### config.mk
export PLATFORM = sky130hd
export DESIGN_NAME = add_share_ctrl
export DESIGN_NICKNAME = d
export VERILOG_FILES = /design/src/rtl/add_share_ctrl.sv
export SDC_FILE = /design/constraint.sdc
export NUM_CORES = 1
export LEC_CHECK = 0
export CORE_MARGIN = 1
export CORE_UTILIZATION = 39
export CTS_CLUSTER_DIAMETER = 30
export CTS_CLUSTER_SIZE = 20
export DETAILED_ROUTE_END_ITERATION = 10
export PLACE_DENSITY = 0.84
export SKIP_CTS_REPAIR_TIMING = 1
export SYNTH_ARGS = -nofsm -noshare
export SYNTH_HDL_FRONTEND = slang
export SYNTH_SLANG_ARGS = --single-unit
### constraint.sdc
create_clock -name clk -period 2.8 [get_ports clk]
set_clock_uncertainty 0.15 [all_clocks]
set_input_delay 0.56 -clock clk [delete_from_list [all_inputs] [get_ports clk]]
set_output_delay 0.56 -clock clk [all_outputs]
set_load 0.005 [all_outputs]
### src/rtl/add_share_ctrl.sv
// rtl/add_share_ctrl.sv - round-robin controller sharing one registered adder among N requesters
//
// Accepts one operand pair at a time from N requesters, issues it to a shared
// adder with fixed latency LAT, captures the sum and returns it with the
// requester index over a response handshake that supports backpressure.
// Only one transaction is in flight at any time.
//
// Ports:
//   clk, rst_n             clock, asynchronous active-low reset
//   req_valid[N]           per-requester request valid
//   req_ready[N]           per-requester accept (one-hot or zero, IDLE only)
//   req_a/req_b[N*W]       operands, requester i at bits [i*W +: W]
//   add_start              one-cycle start pulse to the adder
//   add_a/add_b[W]         operands to the adder (hold last latched values)
//   add_y[W]               adder result, valid LAT cycles after the start cycle
//   rsp_valid/rsp_ready    response handshake
//   rsp_id[clog2(N)]       requester index of the response
//   rsp_data[W]            sum modulo 2^W
//
// Build option:
//   ARB_FIXED_PRIO_EN      when defined, the lowest valid index always wins;
//                          otherwise round-robin starting after the last grant.

module add_share_ctrl #(
    parameter int N   = 4,
    parameter int W   = 10,
    parameter int LAT = 2
) (
    input  logic                  clk,
    input  logic                  rst_n,
    input  logic [N-1:0]          req_valid,
    output logic [N-1:0]          req_ready,
    input  logic [N*W-1:0]        req_a,
    input  logic [N*W-1:0]        req_b,
    output logic                  add_start,
    output logic [W-1:0]          add_a,
    output logic [W-1:0]          add_b,
    input  logic [W-1:0]          add_y,
    output logic                  rsp_valid,
    input  logic                  rsp_ready,
    output logic [$clog2(N)-1:0]  rsp_id,
    output logic [W-1:0]          rsp_data
);

    localparam int IDW = $clog2(N);
    localparam int CW  = $clog2(LAT + 1);

    typedef enum logic [1:0] {IDLE, ISSUE, WAIT, RESP} state_t;

    state_t         state;
    logic [CW-1:0]  wait_cnt;
    logic [IDW-1:0] cur_id;
    logic [IDW-1:0] grant_idx;
    logic [IDW-1:0] cand;
    logic           grant_any;
    logic [W-1:0]   op_a [N];
    logic [W-1:0]   op_b [N];

`ifndef ARB_FIXED_PRIO_EN
    logic [IDW-1:0] last_grant;
`endif

    always_comb begin
        for (int i = 0; i < N; i++) begin
            op_a[i] = req_a[i*W +: W];
            op_b[i] = req_b[i*W +: W];
        end
    end

    // Candidates are visited from the lowest-priority one to the highest, so
    // the last valid candidate seen is the winner.
    always_comb begin
        grant_any = 1'b0;
        grant_idx = '0;
        cand      = '0;
        for (int k = N; k >= 1; k--) begin
`ifdef ARB_FIXED_PRIO_EN
            cand = IDW'(k - 1);
`else
            cand = IDW'((int'(last_grant) + k) % N);
`endif
            if (req_valid[cand]) begin
                grant_any = 1'b1;
                grant_idx = cand;
            end
        end
    end

    // The grant is only offered in IDLE; gating with rst_n keeps req_ready at
    // zero for the whole time reset is asserted.
    always_comb begin
        req_ready = '0;
        if (rst_n && state == IDLE && grant_any) begin
            req_ready[grant_idx] = 1'b1;
        end
    end

    always_ff @(posedge clk or negedge rst_n) begin
        if (!rst_n) begin
            state      <= IDLE;
            wait_cnt   <= '0;
            cur_id     <= '0;
            add_start  <= 1'b0;
            add_a      <= '0;
            add_b      <= '0;
            rsp_valid  <= 1'b0;
            rsp_id     <= '0;
            rsp_data   <= '0;
`ifndef ARB_FIXED_PRIO_EN
            last_grant <= IDW'(N - 1);
`endif
        end else begin
            case (state)
                IDLE: begin
                    if (grant_any) begin
                        add_a      <= op_a[grant_idx];
                        add_b      <= op_b[grant_idx];
                        cur_id     <= grant_idx;
                        add_start  <= 1'b1;
                        state      <= ISSUE;
`ifndef ARB_FIXED_PRIO_EN
                        last_grant <= grant_idx;
`endif
                    end
                end
                ISSUE: begin
                    add_start <= 1'b0;
                    wait_cnt  <= CW'(LAT);
                    state     <= WAIT;
                end
                WAIT: begin
                    wait_cnt <= wait_cnt - CW'(1);
                    // Counter at 1 marks the edge where add_y holds the sum.
                    if (wait_cnt == CW'(1)) begin
                        rsp_data  <= add_y;
                        rsp_id    <= cur_id;
                        rsp_valid <= 1'b1;
                        state     <= RESP;
                    end
                end
                RESP: begin
                    if (rsp_ready) begin
                        rsp_valid <= 1'b0;
                        state     <= IDLE;
                    end
                end
                default: state <= IDLE;
            endcase
        end
    end

endmodule

==> results of run 1 <==
## worst max-delay path by stage
| stage | slack (ns) | endpoint | cells past startpoint |
|---|---|---|---|
| after detailed placement | -0.38 | req_ready[1] | 6 |
| after global routing | 0.07 | req_ready[2] | 6 |
| after floorplan | 0.49 | req_ready[1] | 6 |
| after CTS | -0.39 | req_ready[1] | 6 |
| after global placement | -0.31 | req_ready[1] | 6 |
| final | 0.17 | req_ready[2] | 6 |
## placed cells by master (no fill, tap or decap), types with 8 or more instances in the layout
master           netlist  final
clkdlybuf4s50_1        0    127
a211oi_1              60     60
dfrtp_1               40     40
inv_1                 28     28
nor2_1                28     28
mux2i_1               21     21
buf_4                  0     15
mux2_2                12     12
o21ai_0               10      9
nand2_1                8      8
## cell usage after synthesis, drive strengths merged
library cell	instances	share of area, %
ha	6	3.0
nand3	3	0.61
o21ai	10	2.0
o32a	1	0.41
mux2	12	5.5
nor2b	2	0.51
nand2	8	1.2
a21oi	1	0.20
nor4	1	0.51
dfrtp	40	41
nand2b	3	0.76
a211oi	60	18
and3	1	0.25
o22ai	1	0.25
a221oi	1	0.36
clkbuf	12	1.8
inv	28	4.3
and2	2	0.51
a31oi	1	0.25
mux2i	21	8.5
nor2	28	4.3
nor3	2	0.41
buf	7	2.3
a21o	1	0.30
dfstp	2	2.1
nor3b	2	0.61
## per-stage QoR
step | worst slack, ns | hold WS, ns
global route | 0.0734 | 0.261
floorplan | 0.494 | 0.114
global placement | -0.311 | 0.317
CTS | -0.393 | 0.243
finish | 0.169 | 0.223
detailed placement | -0.382 | 0.342
## where the power goes
part / internal [mW] / total, mW / switching [mW] / leakage [nW]
clock network: 0.380 / 0.588 / 0.208 / 0.0714
logic: 1.05 / 1.91 / 0.858 / 1.26
registers: 0.929 / 1.10 / 0.175 / 0.476
## area by class of cell
class / instances / area (um2) / area share, %
Timing Repair Buffer: 150 / 1480 / 36.0
Multi-Input combinational cell: 167 / 1240 / 30.1
Sequential cell: 42 / 1050 / 25.6
Inverter: 28 / 105 / 2.55
Tap cell: 75 / 93.8 / 2.28
Clock buffer: 6 / 82.6 / 2.00
Clock inverter: 2 / 60.1 / 1.46
## layer usage
metal,GRT usage (%),vias up,share of wire (%)
met5,0,-,0
met4,3.75,0,0.50
met3,7.22,4,9.2
met2,40.1,110,51
met1,26.3,1105,39
li1,-,1190,-
## state kept, by name (all words and copies together), names as in the netlist
signal	count
last_grant	2
cur_id	2
state	2
add_start	1
rsp_id	2
wait_cnt	2
rsp_valid	1
add_a	10
rsp_data	10
add_b	10
## cell families (layout without fill, tap and decap cells)
logic type | Yosys count | in the layout | share of synthesized area [%]
AO/OA/AOI/OAI | 76 | 76 | 22.1
adder cells (fa/ha/maj) | 6 | 6 | 3.05
buffers and inverters | 47 | 186 | 8.43
flip-flops | 42 | 42 | 42.8
multiplexers | 33 | 33 | 14.0
AND/OR/NAND/NOR | 52 | 52 | 9.65
==> results.yml, run 1 <==
cells_and_area:
  n_antenna_cell: 0
  finalCoreUtilization_pct: 68.8
  fillerInstances: 472
  area_growth_syn_to_layout_pct: 67.2
  stdcell_count: 470
  drive_gt1_share_pct: 11.9
  finish.net_count: 497
  finished_cell_area_mm2: 0.00412
setup_path:
  timing.critical_path.slowest_stage_cell: "clkdlybuf4s50_1"
  timing.critical_path.to_type: "primary output"
  cp-startpoint: "req_valid[0]"
  setup.reg_to_reg.worst_slack_ns: 0.54
  crit_path_max_fanout: 4
  startpoint_class: "input port"
  setup.worst_path.class: "input port to primary output"
  required_ns: 2.09
  critical_path.cell_chain: "clkdlybuf4s50_1, nor4_4, nor2b_2, nand2_1, nor3_1, dlymetal6s2s_1"
  rr_startpoint: "state[1]$_DFFE_PN0P_"
  cp_num_buf_inv: 2
  timing.critical_path.max_delay_family: "simple AND/OR/NAND/NOR gates"
  r2r.worst_path.cells: 8
  critical_path.max_stage_delay_ns: 0.51
  regToRegEndpoint: "add_b[1]$_DFFE_PN0P_"
  critical_path_arrival_ns: 1.92
logic_synthesis:
  synthesis.area_mm2: 0.00246
  syn_nets: 359
  register_area_share_after_synthesis_pct: 42.8
  synth.ff_latch_count: 42
  synth_cell_types: 29
  syn_avg_cell_area_um2: 9.62
  synthCells: 256
  yosysWarnings: 0
routing:
  drt_drc_violations_left: 0
  viasPerCell: 5.13
  detail_route.wl_per_cell_um: 15.3
  dr.pass1.iters: 4
  count_of_vias_placed_by_the_detailed_router: 2409
  route.antenna.remaining_nets: 0
  detail_route.iter0.violations: 111
  routed_wl_mm: 7.18
die:
  die_width_um: 81.5
  floorplan_die_area_mm2: 0.00664
  io-pin-count: 135
  initial_utilization_pct: 41.1
  rows: 28
  floorplan.die.height_um: 81.5
  core_area_mm2: 0.00599
place:
  routability_cong: 0.798
  placedCellCount: 461
  place.port_buffers: 134
  post_dp_cell_area_mm2: 0.00393
  post-dp-hpwl_mm: 5.44
timing:
  timing.max_slew.rel_slack_pct: 63.3
  rsz0062_at_grt: "false"
  totalNegativeSetupSlack_ns: 0
  max_clock_freq_mhz: 380
  finalWorstPathRequiredPeriod_ns: 2.63
  share_of_the_clock_period_used_by_the_worst_path_pct: 93.9
  timing_hold_violations_final: 0
  finalSetupViolCount: 0
  maxSlewViolCount: 0
  measured_slew_at_the_worst_slew_check_pin_ns: 0.550
clock_tree:
  h-tree-depth: 2
  clock_tree.buffer_depth: 2
  cts_root_buf: "clkbuf_8"
  cts.sinks: 42
  cts_buffers: 5
  clk_pin_slew_ns: 0.08
  tritoncts_clock_tree: "yes"
  worst_skew_pair.late_latency_ns: 0.29
pwr:
  vdd.ir_drop.worst_uv: 482
  totalPowerFinal_mw: 3.60
  power.density_cell_area_mw_per_mm2: 874
  leakagePower_nw: 1.81
min_path:
  hold_class: "input port to async pin"
global_routing:
  grt.total_usage_pct: 22.4
  grt_antenna_before_repair: 0
  first_pass_grt_wire_length_mm: 11.2
  first_global_vias: 2437
  globalRouteOverflowTotal: 0
  grt_start_max_net_pins: 43
outcome:
  outcome: "completed"
flow_run:
  max-cap-violations: 0
Power figures use the tool's default switching activity.
==> run 2: changes to the inputs <==
--- a/config.mk
+++ b/config.mk
@@ -6,11 +6,11 @@
 export NUM_CORES = 1
 export LEC_CHECK = 0
 export CORE_MARGIN = 1
-export CORE_UTILIZATION = 39
+export CORE_UTILIZATION = 42
 export CTS_CLUSTER_DIAMETER = 30
 export CTS_CLUSTER_SIZE = 20
 export DETAILED_ROUTE_END_ITERATION = 10
-export PLACE_DENSITY = 0.84
+export PLACE_DENSITY = 0.89
 export SKIP_CTS_REPAIR_TIMING = 1
 export SYNTH_ARGS = -nofsm -noshare
 export SYNTH_HDL_FRONTEND = slang
==> constraint.sdc (replaced) <==
create_clock -name clk -period 3.37 [get_ports clk]
set_clock_uncertainty 0.15 [all_clocks]
set_input_delay 0.674 -clock clk [delete_from_list [all_inputs] [get_ports clk]]
set_output_delay 0.674 -clock clk [all_outputs]
set_load 0.005 [all_outputs]
==> run 2 against run 1 <==
  * Largest cell class unchanged
  * Setup slack got worse by 0.099 ns
  * Sequential power fell by 16%
  * Sequential share of layout area grew 0.66 points
  * Global-route usage rose by 1.8 points
  * Core utilization grew 3.3 points
  * Combinational power shrank 18%
  * Die area decreased by 7.0%
  * Hold slack gained 0.068 ns
  * Total power shrank 21%
  * Register-to-register slack gained 0.59 ns
  * Routed wire length rose by 1.2%
==> results.yml, run 2 (same netlist as run 1, synthesis figures left out) <==
clock_tree:
  cts.sinks: 42
  tritoncts_clock_tree: "yes"
  cts_root_buf: "clkbuf_8"
  cts_buffers: 5
  h-tree-depth: 2
  clk_pin_slew_ns: 0.08
  clock_tree.buffer_depth: 2
  worst_skew_pair.late_latency_ns: 0.29
setup_path:
  setup.worst_path.class: "input port to primary output"
  rr_startpoint: "state[0]$_DFFE_PN0P_"
  timing.critical_path.slowest_stage_cell: "clkdlybuf4s50_1"
  required_ns: 2.55
  cp_num_buf_inv: 3
  crit_path_max_fanout: 6
  critical_path.cell_chain: "clkdlybuf4s50_1, buf_4, mux2i_2, o22ai_2, a21o_2, nor3_2, clkdlybuf4s50_1"
  timing.critical_path.max_delay_family: "buffers and inverters"
  critical_path.most_common_cell: "clkdlybuf4s50_1"
  setup.reg_to_reg.worst_slack_ns: 1.13
  critical_path_arrival_ns: 2.48
  timing.critical_path.to_type: "primary output"
  startpoint_class: "input port"
  r2r.worst_path.cells: 8
  critical_path.max_stage_delay_ns: 0.51
  regToRegEndpoint: "add_a[9]$_DFFE_PN0P_"
global_routing:
  globalRouteOverflowTotal: 0
  grt_start_max_net_pins: 43
  first_global_vias: 2520
  grt.total_usage_pct: 24.2
  grt_antenna_before_repair: 0
  first_pass_grt_wire_length_mm: 11.7
routing:
  drt_drc_violations_left: 0
  viasPerCell: 5.35
  detail_route.wl_per_cell_um: 15.7
  routed_wl_mm: 7.26
  detail_route.iter0.violations: 95
  dr.pass1.iters: 4
  count_of_vias_placed_by_the_detailed_router: 2484
  route.antenna.remaining_nets: 0
place:
  place.port_buffers: 134
  post_dp_cell_area_mm2: 0.00390
  post-dp-hpwl_mm: 5.28
  preCtsSetupSlack_ns: -0.0673
  routability_cong: 0.765
timing:
  postLayoutSetupSlackWorst_ns: 0.0702
  timing.max_slew.rel_slack_pct: 64.5
  rsz0062_at_grt: "false"
  timing_hold_violations_final: 0
  max_clock_freq_mhz: 303
  maxSlewViolCount: 0
  finalWorstPathRequiredPeriod_ns: 3.30
  finalSetupViolCount: 0
  measured_slew_at_the_worst_slew_check_pin_ns: 0.532
  share_of_the_clock_period_used_by_the_worst_path_pct: 97.9
cells_and_area:
  drive_gt1_share_pct: 11.2
  finished_cell_area_mm2: 0.00402
  area_growth_syn_to_layout_pct: 63.0
  n_antenna_cell: 0
  final-seq-area_mm2: 0.00105
  finish.net_count: 494
  leading_cell_type_in_the_layout_fill_and_taps_excluded: "clkdlybuf4s50_1"
  layout.cells.most_common_list: "clkdlybuf4s50_1, a211oi_1, dfrtp_1, inv_1, nor2_1"
  multi_input_area_mm2: 0.00123
  top_regs: "add_a (10), add_b (10), rsp_data (10)"
  fillerInstances: 422
die:
  floorplan_die_area_mm2: 0.00618
  rows: 27
  initial_utilization_pct: 44.2
  io-pin-count: 135
  die_width_um: 78.6
  floorplan.die.height_um: 78.6
  core_area_mm2: 0.00557
outcome:
  outcome: "completed"
pwr:
  power.density_cell_area_mw_per_mm2: 705
  totalPowerFinal_mw: 2.83
  vdd.ir_drop.worst_uv: 442
  leakagePower_nw: 1.72
flow_run:
  max-cap-violations: 0
min_path:
  hold_class: "input port to async pin"
==> run 2: cell types whose count changed in the layout (fill, tap and decap cells not counted), moves of 2 or more <==
| cell | change |
|---|---|
| buf_4 | -2 |
| bufinv_16 | -2 |
| clkdlybuf4s50_1 | +3 |
| dlymetal6s2s_1 | -3 |
| nor3_1 | -2 |
| nor3_2 | +2 |
==> run 2: worst register-to-register path, delay by kind of cell, from the launching register on <==
| kind | cells | cell delay [ns] |
|---|---|---|
| buf+inv | 3 | 0.64 |
| flops | 1 | 0.41 |
| compound gates | 2 | 0.36 |
| simple gates | 2 | 0.30 |
| fa+ha+maj | 1 | 0.25 |
==> run 2: how the worst max path moves through the flow <==
stage / startpoint / end / slack, ns / depth (start not counted)
floorplan: req_valid[2] / req_ready[1] / 0.84 / 6
global placement: req_valid[3] / req_ready[1] / 0.007 / 6
detailed placement: req_valid[3] / req_ready[1] / -0.07 / 6
CTS: req_valid[3] / req_ready[1] / -0.09 / 6
global route: req_valid[1] / req_ready[2] / 0.02 / 7
finish: req_valid[1] / req_ready[2] / 0.07 / 7
==> run 2: area by class of cell <==
class,count,area share [%]
Inverter,28,2.62
Tap cell,72,2.24
Clock inverter,1,0.125
Sequential cell,42,26.2
Timing Repair Buffer,147,35.9
Clock buffer,7,2.15
Multi-Input combinational cell,167,30.7
==> run 2: metal layers <==
metal  GRT usage [%]  routed length [um]  vias up
li1                -                   -     1190
met1            27.2                2940     1181
met2            45.3                3760      100
met3            4.65                 426       13
met4            7.59                 142        0
met5               0                   0        -
==> run 2: power by group <==
part	switching, mW	total (mW)	internal (mW)
clock network	0.174	0.339	0.166
registers	0.148	0.920	0.772
logic	0.719	1.57	0.852
total	1.04	2.83	1.79
==> run 2: metrics by stage <==
| step | util [%] | std cells | hold WS, ns | setup TNS, ns |
|---|---|---|---|---|
| 2_1_floorplan | - | 256 | 0.228 | 0 |
| 3_3_place_gp | 69.9 | 456 | 0.310 | 0 |
| 3_5_place_dp | 69.9 | 456 | 0.310 | -0.131 |
| 4_1_cts | 71.6 | 464 | 0.316 | -0.164 |
| 5_1_grt | 72.1 | 464 | 0.336 | 0 |
| 6_report | 72.1 | 464 | 0.291 | 0 |
